===== src/rtl/pkt_parser_pkg.sv =====
`default_nettype none
// ============================================================================
// Module   : pkt_parser_pkg
// Brief    : Shared types and constants for the Ethernet/IPv4 header parser.
// Revision : 1.0 - initial release
// ============================================================================
package pkt_parser_pkg;

    localparam int          BEAT_BYTES       = 8;
    localparam int          DESC_LEN_W       = 16;
    localparam logic [15:0] ETHERTYPE_IPV4   = 16'h0800;
    localparam int          IPV4_MIN_HDR_END = 34;
    localparam int          HDR_SLOTS        = 24;

    typedef enum logic [1:0] {
        IDLE = 2'd0,
        HDR  = 2'd1,
        BODY = 2'd2
    } parser_state_t;

    typedef struct packed {
        logic [47:0]           dst_mac;
        logic [47:0]           src_mac;
        logic [15:0]           ethertype;
        logic [7:0]            ip_proto;
        logic [31:0]           ip_src;
        logic [31:0]           ip_dst;
        logic [DESC_LEN_W-1:0] pkt_len;
        logic                  is_ipv4;
        logic                  truncated;
        logic                  err;
    } hdr_desc_t;

    // Packet byte offset held by each capture slot: bytes 0..14, 23, 26..33.
    function automatic int hdr_slot_offset(input int slot);
        if (slot <= 14) begin
            return slot;
        end else if (slot == 15) begin
            return 23;
        end else begin
            return slot + 10;
        end
    endfunction

endpackage
`default_nettype wire


===== src/rtl/hdr_byte_capture.sv =====
`default_nettype none
// ============================================================================
// Module   : hdr_byte_capture
// Brief    : Fixed byte-map capture of the Ethernet/IPv4 header fields.
// Revision : 1.0 - initial release
// ============================================================================
module hdr_byte_capture
    import pkt_parser_pkg::*;
(
    input  logic        clk,
    input  logic        system_reset_n,
    input  logic        cap_start,
    input  logic        cap_en,
    input  logic [2:0]  beat_idx,
    input  logic [3:0]  beat_bytes,
    input  logic [63:0] in_data,
    output logic [47:0] dst_mac_next,
    output logic [47:0] src_mac_next,
    output logic [15:0] ethertype_next,
    output logic [7:0]  ver_ihl_next,
    output logic [7:0]  ip_proto_next,
    output logic [31:0] ip_src_next,
    output logic [31:0] ip_dst_next
);

    // Outputs are the post-beat field values so an eop beat can be folded
    // into the descriptor on the same edge that accepts it.
    logic [8*HDR_SLOTS-1:0] w_hdr_next;

    genvar gi;
    generate
        for (gi = 0; gi < HDR_SLOTS; gi++) begin : g_slot
            localparam int c_OFF  = hdr_slot_offset(gi);
            localparam int c_BEAT = c_OFF / BEAT_BYTES;
            localparam int c_LANE = c_OFF % BEAT_BYTES;

            logic [7:0] w_lane;
            logic       w_lane_ok;
            logic [7:0] w_next;
            logic [7:0] r_byte;

            assign w_lane    = in_data[63-8*c_LANE -: 8];
            assign w_lane_ok = 4'(c_LANE) < beat_bytes;

            always_comb begin
                w_next = r_byte;
                if (cap_start) begin
                    w_next = ((c_BEAT == 0) && w_lane_ok) ? w_lane : 8'h00;
                end else if (cap_en && (beat_idx == 3'(c_BEAT)) && w_lane_ok) begin
                    w_next = w_lane;
                end
            end

            always_ff @(posedge clk or negedge system_reset_n) begin
                if (!system_reset_n) begin
                    r_byte <= 8'h00;
                end else begin
                    r_byte <= w_next;
                end
            end

            assign w_hdr_next[8*(HDR_SLOTS-1-gi) +: 8] = w_next;
        end
    endgenerate

    assign {dst_mac_next, src_mac_next, ethertype_next, ver_ihl_next,
            ip_proto_next, ip_src_next, ip_dst_next} = w_hdr_next;

endmodule
`default_nettype wire


===== src/rtl/eth_ipv4_hdr_parser.sv =====
`default_nettype none
// ============================================================================
// Module   : eth_ipv4_hdr_parser
// Brief    : Per-packet Ethernet II / IPv4 header descriptor extraction.
// Revision : 1.0 - initial release
// ============================================================================
module eth_ipv4_hdr_parser
    import pkt_parser_pkg::*;
#(
    parameter int LEN_W = 16,
    parameter int CNT_W = 32
) (
    input  logic             clk,
    input  logic             system_reset_n,
    input  logic [63:0]      in_data,
    input  logic             in_valid,
    output logic             in_ready,
    input  logic             in_sop,
    input  logic             in_eop,
    input  logic [2:0]       in_empty,
    input  logic             in_error,
    output logic             desc_valid,
    input  logic             desc_ready,
    output hdr_desc_t        desc,
    output logic [CNT_W-1:0] pkt_count,
    output logic [CNT_W-1:0] drop_count
);

    parser_state_t    r_state, w_state_next;
    logic [2:0]       r_beat_idx, w_beat_idx_next;
    logic [LEN_W-1:0] r_len;
    logic             r_err;
    hdr_desc_t        r_desc, w_desc_next;
    logic             r_desc_valid;
    logic [CNT_W-1:0] r_pkt_count, r_drop_count;

    logic w_accept, w_track, w_finish, w_drop, w_cap_start, w_cap_en;
    logic [3:0]       w_beat_bytes;
    logic [LEN_W-1:0] w_len_base, w_len_next;
    logic [LEN_W:0]   w_len_sum;
    logic             w_err_next, w_short;

    logic [47:0] w_dst_mac, w_src_mac;
    logic [15:0] w_ethertype;
    logic [7:0]  w_ver_ihl, w_ip_proto;
    logic [31:0] w_ip_src, w_ip_dst;
    logic        w_unused_ihl;

    assign in_ready     = !r_desc_valid || desc_ready;
    assign w_accept     = in_valid && in_ready;
    assign w_beat_bytes = in_eop ? (4'(BEAT_BYTES) - {1'b0, in_empty}) : 4'(BEAT_BYTES);

    // A sop beat always restarts the byte count, whatever state it lands in.
    assign w_len_base = in_sop ? '0 : r_len;
    assign w_len_sum  = {1'b0, w_len_base} + {{(LEN_W-3){1'b0}}, w_beat_bytes};
    assign w_len_next = w_len_sum[LEN_W] ? '1 : w_len_sum[LEN_W-1:0];
    assign w_err_next = in_error || (!in_sop && r_err);
    assign w_short    = w_len_next < LEN_W'(IPV4_MIN_HDR_END);

    always_comb begin
        w_state_next    = r_state;
        w_beat_idx_next = r_beat_idx;
        w_track         = 1'b0;
        w_finish        = 1'b0;
        w_drop          = 1'b0;
        w_cap_start     = 1'b0;
        w_cap_en        = 1'b0;
        if (w_accept) begin
            if (in_sop) begin
                w_cap_start     = 1'b1;
                w_track         = 1'b1;
                w_drop          = (r_state != IDLE);
                w_beat_idx_next = 3'd1;
                w_finish        = in_eop;
                w_state_next    = in_eop ? IDLE : HDR;
            end else begin
                case (r_state)
                    HDR: begin
                        w_cap_en        = 1'b1;
                        w_track         = 1'b1;
                        w_beat_idx_next = r_beat_idx + 3'd1;
                        if (in_eop) begin
                            w_finish     = 1'b1;
                            w_state_next = IDLE;
                        end else if (r_beat_idx == 3'd4) begin
                            w_state_next = BODY;
                        end
                    end
                    BODY: begin
                        w_track = 1'b1;
                        if (in_eop) begin
                            w_finish     = 1'b1;
                            w_state_next = IDLE;
                        end
                    end
                    default: begin
                        // Stray beats outside a packet are discarded.
                        w_state_next = IDLE;
                    end
                endcase
            end
        end
    end

    always_ff @(posedge clk or negedge system_reset_n) begin
        if (!system_reset_n) begin
            r_state <= IDLE;
        end else begin
            r_state <= w_state_next;
        end
    end

    hdr_byte_capture u_capture (
        .clk            (clk),
        .system_reset_n (system_reset_n),
        .cap_start      (w_cap_start),
        .cap_en         (w_cap_en),
        .beat_idx       (r_beat_idx),
        .beat_bytes     (w_beat_bytes),
        .in_data        (in_data),
        .dst_mac_next   (w_dst_mac),
        .src_mac_next   (w_src_mac),
        .ethertype_next (w_ethertype),
        .ver_ihl_next   (w_ver_ihl),
        .ip_proto_next  (w_ip_proto),
        .ip_src_next    (w_ip_src),
        .ip_dst_next    (w_ip_dst)
    );

    assign w_unused_ihl = ^w_ver_ihl[3:0];

    always_comb begin
        w_desc_next           = '0;
        w_desc_next.dst_mac   = w_dst_mac;
        w_desc_next.src_mac   = w_src_mac;
        w_desc_next.ethertype = w_ethertype;
        w_desc_next.ip_proto  = w_ip_proto;
        w_desc_next.ip_src    = w_ip_src;
        w_desc_next.ip_dst    = w_ip_dst;
        w_desc_next.pkt_len   = DESC_LEN_W'(w_len_next);
        w_desc_next.is_ipv4   = (w_ethertype == ETHERTYPE_IPV4) &&
                                (w_ver_ihl[7:4] == 4'd4) && !w_short;
        w_desc_next.truncated = w_short;
        w_desc_next.err       = w_err_next;
    end

    always_ff @(posedge clk or negedge system_reset_n) begin
        if (!system_reset_n) begin
            r_beat_idx   <= 3'd0;
            r_len        <= '0;
            r_err        <= 1'b0;
            r_desc       <= '0;
            r_desc_valid <= 1'b0;
            r_pkt_count  <= '0;
            r_drop_count <= '0;
        end else begin
            if (w_track) begin
                r_beat_idx <= w_beat_idx_next;
                r_len      <= w_len_next;
                r_err      <= w_err_next;
            end
            // A finishing packet can reload while the old descriptor is consumed.
            if (w_finish) begin
                r_desc       <= w_desc_next;
                r_desc_valid <= 1'b1;
            end else if (r_desc_valid && desc_ready) begin
                r_desc_valid <= 1'b0;
            end
            if (r_desc_valid && desc_ready) begin
                r_pkt_count <= r_pkt_count + 1'b1;
            end
            if (w_drop) begin
                r_drop_count <= r_drop_count + 1'b1;
            end
        end
    end

    assign desc_valid = r_desc_valid;
    assign desc       = r_desc;
    assign pkt_count  = r_pkt_count;
    assign drop_count = r_drop_count;

endmodule
`default_nettype wire


===== config.mk =====
export PLATFORM = sky130hd
export DESIGN_NAME = eth_ipv4_hdr_parser
export DESIGN_NICKNAME = d
export VERILOG_FILES = /design/src/rtl/pkt_parser_pkg.sv /design/src/rtl/hdr_byte_capture.sv /design/src/rtl/eth_ipv4_hdr_parser.sv
export SDC_FILE = /design/constraint.sdc
export NUM_CORES = 1
export LEC_CHECK = 0
export ABC_CLOCK_PERIOD_IN_PS = 8029
export BUFFER_PORTS_ARGS = -buffer_cell sky130_fd_sc_hd__clkbuf_2
export CORE_AREA = 2 2 158 221
export CTS_CLUSTER_DIAMETER = 80
export DETAILED_ROUTE_END_ITERATION = 6
export DIE_AREA = 0 0 160 223
export PLACE_DENSITY = 0.86
export RECOVER_POWER = 100
export SETUP_SLACK_MARGIN = 0.4
export SYNTH_ARGS = -nofsm -noshare
export SYNTH_HDL_FRONTEND = slang
export SYNTH_HIERARCHICAL = 1
export SYNTH_SLANG_ARGS = --single-unit

===== constraint.sdc =====
create_clock -name clk -period 8.03 [get_ports clk]
set_input_delay 0 -clock clk [delete_from_list [all_inputs] [get_ports clk]]
set_output_delay 0 -clock clk [all_outputs]
set_load 0.005 [all_outputs]

== Word-level counts from Yosys, hierarchy flattened ==
Index checks and enable logic that the tools add are counted.
Operators by class
  $add $sub $neg: 5
  magnitude comparators: 9
  equal/unequal tests: 10
  muxes and demuxes: 83
  reduce and logical (&&, ||, !) cells: 46
Operator list (number)
  8-bit 2-to-1 mux: 56
  32-bit by 1-bit adder with 32-bit output, second input constant: 2
  1-bit logical AND: 34
  16-bit 2-to-1 mux: 2
  16-bit by 4-bit adder with 17-bit output: 1
  1-bit 2-to-1 mux: 17
  16-bit by 12-bit == test with 1-bit output, second input constant: 1
  16-bit by 6-bit less-than comparator with 1-bit output, second input constant: 1
  3-bit by 4-bit less-than comparator with 1-bit output, first input constant: 4
  1-bit by 4-bit less-than comparator with 1-bit output, first input constant: 2
  2-bit by 4-bit less-than comparator with 1-bit output, first input constant: 2
  2-bit 2-to-1 mux: 4
  3-bit by 2-bit == test with 1-bit output, second input constant: 2
  3-bit 2-to-1 mux: 2
  3-bit AND reduction: 2
  2-bit nonzero test: 3
  4-bit by 3-bit == test with 1-bit output, second input constant: 1
  4-bit 2-to-1 mux: 1
  4-bit inequality test, second input constant: 1
  2-bit one-hot mux with 2 select lines: 1
  4-bit by 3-bit subtractor with 4-bit output, first input constant: 1
  3-bit by 1-bit adder with 3-bit output, second input constant: 1
  3-bit by 1-bit == test with 1-bit output, second input constant: 1
  3-bit == test, second input constant: 1
  other kinds (7): 10
Storage, ports and cells
  bits in registers: 478
  bits of input ports: 74
  output and inout port bits: 269
  logic and storage cells: 194

== Depth between registers and ports, before layout ==
Gate-level depths: netlist (run 1).
  word-level depth: 11
  depth in mapped cells: 15
  gate-level depth less buffers: 12

== Modules after synthesis ==
The synthesis (run 1) kept the hierarchy.
Modules (own cells, without submodules)
  eth_ipv4_hdr_parser: times used 1, cells each 1326, area each 12270.5 µm², seq. area each 7257.0 µm²
  hdr_byte_capture: times used 1, cells each 740, area each 8050.2 µm², seq. area each 4804.6 µm²

== Worst setup path before layout (run 1) ==
OpenSTA, ideal clock, no wires.
  path kind: register -> register
  start point: register r_desc_valid (netlist: desc_valid)
  end point: register r_desc (netlist bit desc[2])
  library setup time: 0.077 ns
  arrival: 2.793 ns
  data required time: 7.953 ns
  path slack: 5.160 ns
  cell stages (with the launch flop): 16
  path buffers: 3
  period minus slack after synthesis: 2.870 ns
  cells stage by stage: dfrtp_1 nor2b_4 nor2_1 nand2_1 inv_1 clkbuf_2 clkinv_1 buf_2 buf_1 nand2_1 mux2i_1 nor4b_1 nand3_1 nor3_1 a21oi_1 a21oi_1
RTL lines
  start, declared: RTL line eth_ipv4_hdr_parser.sv:34  | logic r_desc_valid;
  start signal, assigned: RTL line eth_ipv4_hdr_parser.sv:153  | r_desc_valid <= 1'b0;
  start signal, assigned: RTL line eth_ipv4_hdr_parser.sv:165  | r_desc_valid <= 1'b1;
  start signal, assigned: RTL line eth_ipv4_hdr_parser.sv:167  | r_desc_valid <= 1'b0;
  end signal, assigned: RTL line eth_ipv4_hdr_parser.sv:164  | r_desc <= w_desc_next;
  end, declared: RTL line eth_ipv4_hdr_parser.sv:33  | hdr_desc_t r_desc, w_desc_next;

== Worst setup path in the final report (run 1) ==
  start point: register r_state[0]
  end point: register r_desc (netlist bit desc[0])
Between the ends
  cells in the longest elaborated chain, start to end: 5
  elaborated cells between the ends (all ways): 6
  those cells by class: 2 x eq/ne; 3 x mux; 1 x reduce/logical
Ends and longest elaborated chain
  start, declared: RTL line eth_ipv4_hdr_parser.sv:29  | parser_state_t r_state, w_state_next;
  start signal, assigned: RTL line eth_ipv4_hdr_parser.sv:109  | r_state <= w_state_next;
  2-bit == test / 2-bit by 1-bit == test with 1-bit output (equally long branches): RTL line eth_ipv4_hdr_parser.sv:77  | case (r_state)
  2-bit OR reduction (no line) (*)
  1-bit 2-to-1 mux (*)
  1-bit 2-to-1 mux (*): RTL line eth_ipv4_hdr_parser.sv:69  | if (in_sop) begin
  1-bit 2-to-1 mux (*): RTL line eth_ipv4_hdr_parser.sv:68  | if (w_accept) begin
Every way passes the cells marked *; elsewhere a longest branch is shown, timed or not.
A chain may end at the register's enable or synchronous reset.

==> results.ini, run 1 <==
[timing]
rsz0062_at_grt=no
setup_tns_ns=0
min_period_ns=5.57
maxSlewViolCount=383
period_share_pct=69.4
setup_viol=0
worst_pin_slew_ns=4.13
fmax_mhz=180
maxSlewHeadroom_pct=-175
finClkSkew_ns=0.0196
hold_viol=0

[route]
drtIter0Drc=1553
ant_nets=0
first_pass_iters=6
via_per_inst=5.96
via_count=17100
route.detailed.drc=0
routedWlPerCell_um=20.5
wl_mm=58.8

[worst_setup_path]
worstSetupPathDepth=8
critPathKind=reg -> reg
crit_path_top_delay_cell=clkbuf_1
cpMostUsedCell=clkbuf_1
worstPathMaxFanout=85
ff2ff_path_depth=8
crit_buf_inv=3
cpPeakStageDelay_ns=2.74
end_kind=register
crit_chain=inv_1 > ha_1 > nor2_1 > nor3_1 > clkbuf_1 > nand2_4 > clkbuf_1 > o21ai_0
cp.required_ns=8.28
cp.arrival_ns=5.82
start_kind=register
cp_top_family=buffers and inverters

[global_routing]
met1_usage_pct=39.7
grt_pass1_vias=17300
grt_max_degree=192
grt_overflow=0
use_met3_pct=6.36
gr-usage-met2_pct=55.3
top_usage_layer=met2
grt_use_total_pct=32.7
antenna_found_initial=1
grt_pass1_wl_mm=92.9

[place]
finalWeightedCongestion=0.911
numPortBuffers=342
dpl-instance-area_um2=22100
hpwl_mm=37.6

[logic_synthesis]
avgSynthCellArea_um2=9.83
syn_area_um2=20200
synth_warnings=6
synthCells=2050
synth_nets=2137

[layout]
diodes=0
fin_area_um2=24000
areaGrowthSynthToFinish_pct=19.2
drive_gt1_share_pct=12.8
fin_nets=2478

[run]
cap_violations=6

[clock_network]
h-tree-depth=2
clk_latency_ns=0.55
cts-root-buf=clkbuf_16
clock_path_buffers=3
path_clk_slew_ns=0.06
cts_sinks=478
cts_tree=built
cts_buffers=45
cts_setup_buffers=0

[die]
dieArea_um2=35700
start_util_pct=59.6
die_y_um=223
num_io_pins=343
core_region_area_um2=33800
rows=80
dieWidth_um=160

[worst_hold_path]
hp-class=in -> reg
min_path_cells=2

[power_and_ir_drop]
cellPowerDensity_nw_per_um2=252
ir_drop_mv=0.195
p_leak_uw=0.0121

[status]
violations=max-capacitance violations, max-slew violations
status=finished, violations left

[per-layer routing]
| layer | share of wire (%) | routed length, um | up-vias |
|---|---|---|---|
| met5 | 0.022 | 13 | - |
| li1 | - | - | 7585 |
| met2 | 51 | 29800 | 859 |
| met1 | 37 | 21500 | 8461 |
| met3 | 7.2 | 4260 | 224 |
| met4 | 5.5 | 3250 | 2 |
[path summary, 6_finish.rpt]
path                                     start  slack [ns]        endpoint
min in group asynchronous       system_reset_n        1.45  drop_count[17]
worst min-delay path                    in_sop        0.13   r_beat_idx[2]
worst max register to register      r_state[0]        2.46         desc[0]
worst min register to register  drop_count[31]        0.47  drop_count[31]
max in group asynchronous       system_reset_n        2.97       desc[152]
worst max-delay path                r_state[0]        2.46         desc[0]
[what timing repair did]
item	4_1_cts	5_1_grt
resized for setup	0	0
hold buffers	69	0
hold endpoints to repair	451	0
[sequential cells by signal (all words and copies together) (netlist names), 2 cells and up]
name / count
desc: 203
drop_count: 32
pkt_count: 32
r_beat_idx: 3
r_len: 16
r_state: 2
u_capture/g_slot.r_byte: 188
[power by group]
group / leakage [uW] / switching (uW) / internal [uW]
combinational: 0.00477 / 548 / 319
sequential: 0.00649 / 190 / 2670
clock: 0.000798 / 910 / 1430
[through the flow]
| stage | hold WS, ns | power, uW | cells | setup slack [ns] | utilization, % |
|---|---|---|---|---|---|
| 2_1_floorplan | -0.296 | 3320 | 2050 | 5.16 | - |
| 3_3_place_gp | 0.00186 | 3680 | 2726 | 4.31 | 65.2 |
| 3_5_place_dp | 0.00963 | 3730 | 2726 | 4.07 | 65.2 |
| 4_1_cts | 0.0133 | 6090 | 2875 | 4.05 | 72.1 |
| 5_1_grt | 0.187 | 6300 | 2875 | 2.04 | 71.1 |
| 6_report | 0.129 | 6070 | 2875 | 2.46 | 71.1 |
[layout by cell type (no fill, tap or decap), types with 4 or more instances in the layout]
cell type	instances
clkinv_2	8
dlygate4sd3_1	69
a31oi_1	5
clkbuf_8	9
and3_1	17
nand3_1	121
o21ai_0	127
a31o_2	9
and2_1	6
xor2_1	27
inv_1	12
xnor2_1	47
nor3_1	13
clkbuf_16	45
nand2_1	657
a21oi_1	131
buf_4	9
nand2b_1	4
nor2_1	39
mux2_2	9
a21o_1	5
ha_1	12
and4_1	14
a32o_1	8
a22o_1	59
nor2b_1	9
nor4_1	9
o22ai_1	4
clkbuf_1	164
clkbuf_2	183
mux2i_1	18
nand4_1	17
bufinv_16	10
dfrtp_1	478
[area by class of cell]
cell class / count / area [um2]
clock buffer: 59 / 1270
clock inverter: 21 / 363
fill: 2410 / 9790
inverter: 15 / 57.6
multi-input combinational: 1427 / 7520
sequential: 478 / 12000
tap: 451 / 564
timing repair buffer: 424 / 2300
No activity file was read; power rests on OpenSTA's default activity.
==> run 2: changes to the inputs <==
--- a/config.mk
+++ b/config.mk
@@ -5,13 +5,13 @@
 export SDC_FILE = /design/constraint.sdc
 export NUM_CORES = 1
 export LEC_CHECK = 0
-export ABC_CLOCK_PERIOD_IN_PS = 8029
+export ABC_CLOCK_PERIOD_IN_PS = 5440
 export BUFFER_PORTS_ARGS = -buffer_cell sky130_fd_sc_hd__clkbuf_2
-export CORE_AREA = 2 2 158 221
+export CORE_AREA = 2 2 164 231
 export CTS_CLUSTER_DIAMETER = 80
 export DETAILED_ROUTE_END_ITERATION = 6
-export DIE_AREA = 0 0 160 223
-export PLACE_DENSITY = 0.86
+export DIE_AREA = 0 0 166 233
+export PLACE_DENSITY = 0.8
 export RECOVER_POWER = 100
 export SETUP_SLACK_MARGIN = 0.4
 export SYNTH_ARGS = -nofsm -noshare
==> constraint.sdc (replaced) <==
create_clock -name clk -period 5.44 [get_ports clk]
set_input_delay 0 -clock clk [delete_from_list [all_inputs] [get_ports clk]]
set_output_delay 0 -clock clk [all_outputs]
set_load 0.005 [all_outputs]
==> run 2 against run 1 <==
  * The flow still finishes with violations (max-capacitance violations, max-slew violations)
  * Design area shrank 0.33%
  * Sequential share of layout area grew 0.16 points
  * Via count is 1.3% lower
  * First-iteration DRC count up 4.6%
  * Fmax increased by 26%
  * Largest power group unchanged
  * Routed wire length fell by 2.1%
  * Clock skew grew 0.0037 ns
  * Combinational power rose by 46%
  * Clock-buffer cell count rose by 8
  * Worst hold slack lost 0.0065 ns
==> results.ini, run 2 (synthesized netlist as in run 1, its figures left out) <==
[worst_hold_path]
min_path_cells=2  ; unchanged
hp-class=in -> reg
worstHoldEndpoint=r_beat_idx[1]
min_from=in_sop

[run]
cap_violations=6  ; unchanged

[die]
start_util_pct=55.3  ; -4.3 points
dieWidth_um=166  ; +3.8%
die_y_um=233  ; +4.5%
num_io_pins=343  ; unchanged
rows=83  ; +3.8%
core_region_area_um2=36500  ; +7.7%
dieArea_um2=38700  ; +8.4%

[place]
numPortBuffers=342  ; unchanged
hpwl_mm=37.6  ; about the same
finalWeightedCongestion=0.895  ; -1.7%
dp_slack_ns=1.57  ; -2.50 ns

[route]
routedWlPerCell_um=19.9  ; -2.7%
drtIter0Drc=1625  ; +4.6%
first_pass_iters=7  ; +1
route.detailed.drc=0  ; unchanged
via_per_inst=5.84  ; -1.9%
wl_mm=57.6  ; -2.1%
via_count=16900  ; -1.3%
ant_nets=0  ; unchanged

[global_routing]
grt_use_total_pct=29.3  ; -3.4 points
grt_max_degree=150  ; -22%
grt_overflow=0  ; unchanged
grt_pass1_wl_mm=90.9  ; -2.2%
grt_pass1_vias=16900  ; -2.7%
antenna_found_initial=1  ; unchanged

[layout]
drive_gt1_share_pct=12.2  ; -0.58 points
final_cell_mix=nand2_1 (657), dfrtp_1 (478), clkbuf_1 (182)
fin_nets=2479  ; +0.040%
final_common_cell=nand2_1
largest_register_ffs=203  ; unchanged
areaGrowthSynthToFinish_pct=18.8

[clock_network]
cts-root-buf=clkbuf_16
cts_tree=built
h-tree-depth=2  ; unchanged
path_clk_slew_ns=0.07  ; about the same
clock_path_buffers=3  ; unchanged
post_cts_resized=0  ; unchanged
cts_buffers=46  ; +2.2%
cts_sinks=478  ; unchanged
clk_latency_ns=0.56  ; about the same

[worst_setup_path]
ff2ff_setup_slack_ns=1.01  ; -1.45 ns
worstPathMaxFanout=10  ; -88%
cp.required_ns=5.87  ; -2.41 ns
start_kind=register
end_kind=register
critPathKind=reg -> reg
r2r_end=desc[164]
rr_startpoint=desc_valid
ff2ff_path_depth=8  ; unchanged
cp.arrival_ns=4.87  ; -0.95 ns

[power_and_ir_drop]
p_leak_uw=0.0120  ; -0.76%
ir_drop_mv=0.308  ; +58%
cellPowerDensity_nw_per_um2=362  ; +43%

[timing]
maxSlewViolCount=443  ; +16%
setup_viol=0  ; unchanged
min_period_ns=4.43  ; -1.14 ns
rsz0062_at_grt=no
finalWorstSetupSlack_ns=1.01  ; -1.45 ns
worst_pin_slew_ns=3.16  ; -0.969 ns
finClkSkew_ns=0.0233  ; +0.00372 ns
setup_tns_ns=0  ; unchanged
hold_viol=0  ; unchanged
period_share_pct=81.5  ; +12 points
fmax_mhz=226  ; +26%
maxSlewHeadroom_pct=-111  ; +65 points

[status]
status=finished, violations left
violations=max-capacitance violations, max-slew violations

run 2: cell count changes in the layout (fill, tap and decap cells not counted), sizes merged:
cell      previous run  this run
clkbuf             401       412
diode                0         1
buf                 13        10
bufinv              10         1
clkinvlp             4         6
run 2: worst max-delay path, stage by stage, from the launching register on:
cell,delay (ns)
dfrtp_1,0.40
nor2b_1,0.19
nor2_1,0.34
and3_1,0.40
nor4b_2,1.40
o21ai_0,0.88
a32o_1,0.53
nand2_1,0.09
nand2_1,0.07
run 2: metrics by stage:
step	std cells	total power, uW	utilization (%)	instance area (um2)	hold slack [ns]
after floorplan	2050	4900	-	20200	-0.296
after global placement	2742	5450	60.7	22100	0.164
after detailed placement	2742	5510	60.7	22100	0.180
after CTS	2892	8750	66.7	24300	0.0920
after global routing	2893	9050	65.7	24000	0.168
final	2893	8670	65.7	24000	0.123
run 2: power breakdown:
| group | leakage [uW] | switching (uW) | internal, uW | total [uW] |
|---|---|---|---|---|
| Clock | 0.000738 | 1360 | 1840 | 3200 |
| Sequential | 0.00649 | 267 | 3940 | 4200 |
| Combinational | 0.00474 | 798 | 468 | 1270 |
| Total | 0.0120 | 2430 | 6240 | 8670 |
run 2: final cells by class:
type	instances	area [um2]
Antenna cell	1	2.50
Clock buffer	67	1400
Clock inverter	14	111
Fill cell	2865	12500
Inverter	15	57.6
Multi-Input combinational cell	1427	7510
Sequential cell	478	12000
Tap cell	467	584
Timing Repair Buffer	424	2320
run 2: how the worst max path moves through the flow:
stage	startpoint	endpoint	slack [ns]	cells past startpoint
floorplan	desc_valid	desc[2]	2.57	15
global placement	desc_valid	desc[2]	1.78	12
detailed placement	desc_valid	desc[2]	1.57	12
CTS	desc_valid	desc[2]	1.54	12
global route	system_reset_n	desc[65]	0.76	3
finish	desc_valid	desc[164]	1.01	8
run 2: repair_timing:
| action | in CTS | in global routing |
|---|---|---|
| setup buffers | 0 | 0 |
| endpoints found under the setup margin | 0 | 0 |
| hold buffers | 69 | 0 |
| hold endpoints to repair | 499 | 0 |
run 2: per-layer routing:
| metal | global-route usage [%] | part of all wire [%] | routed length, um |
|---|---|---|---|
| met1 | 37.0 | 39 | 22200 |
| met2 | 49.4 | 50 | 28800 |
| met3 | 5.15 | 7.1 | 4070 |
| met4 | 13.5 | 4.4 | 2530 |
| met5 | 0 | 0 | 0 |
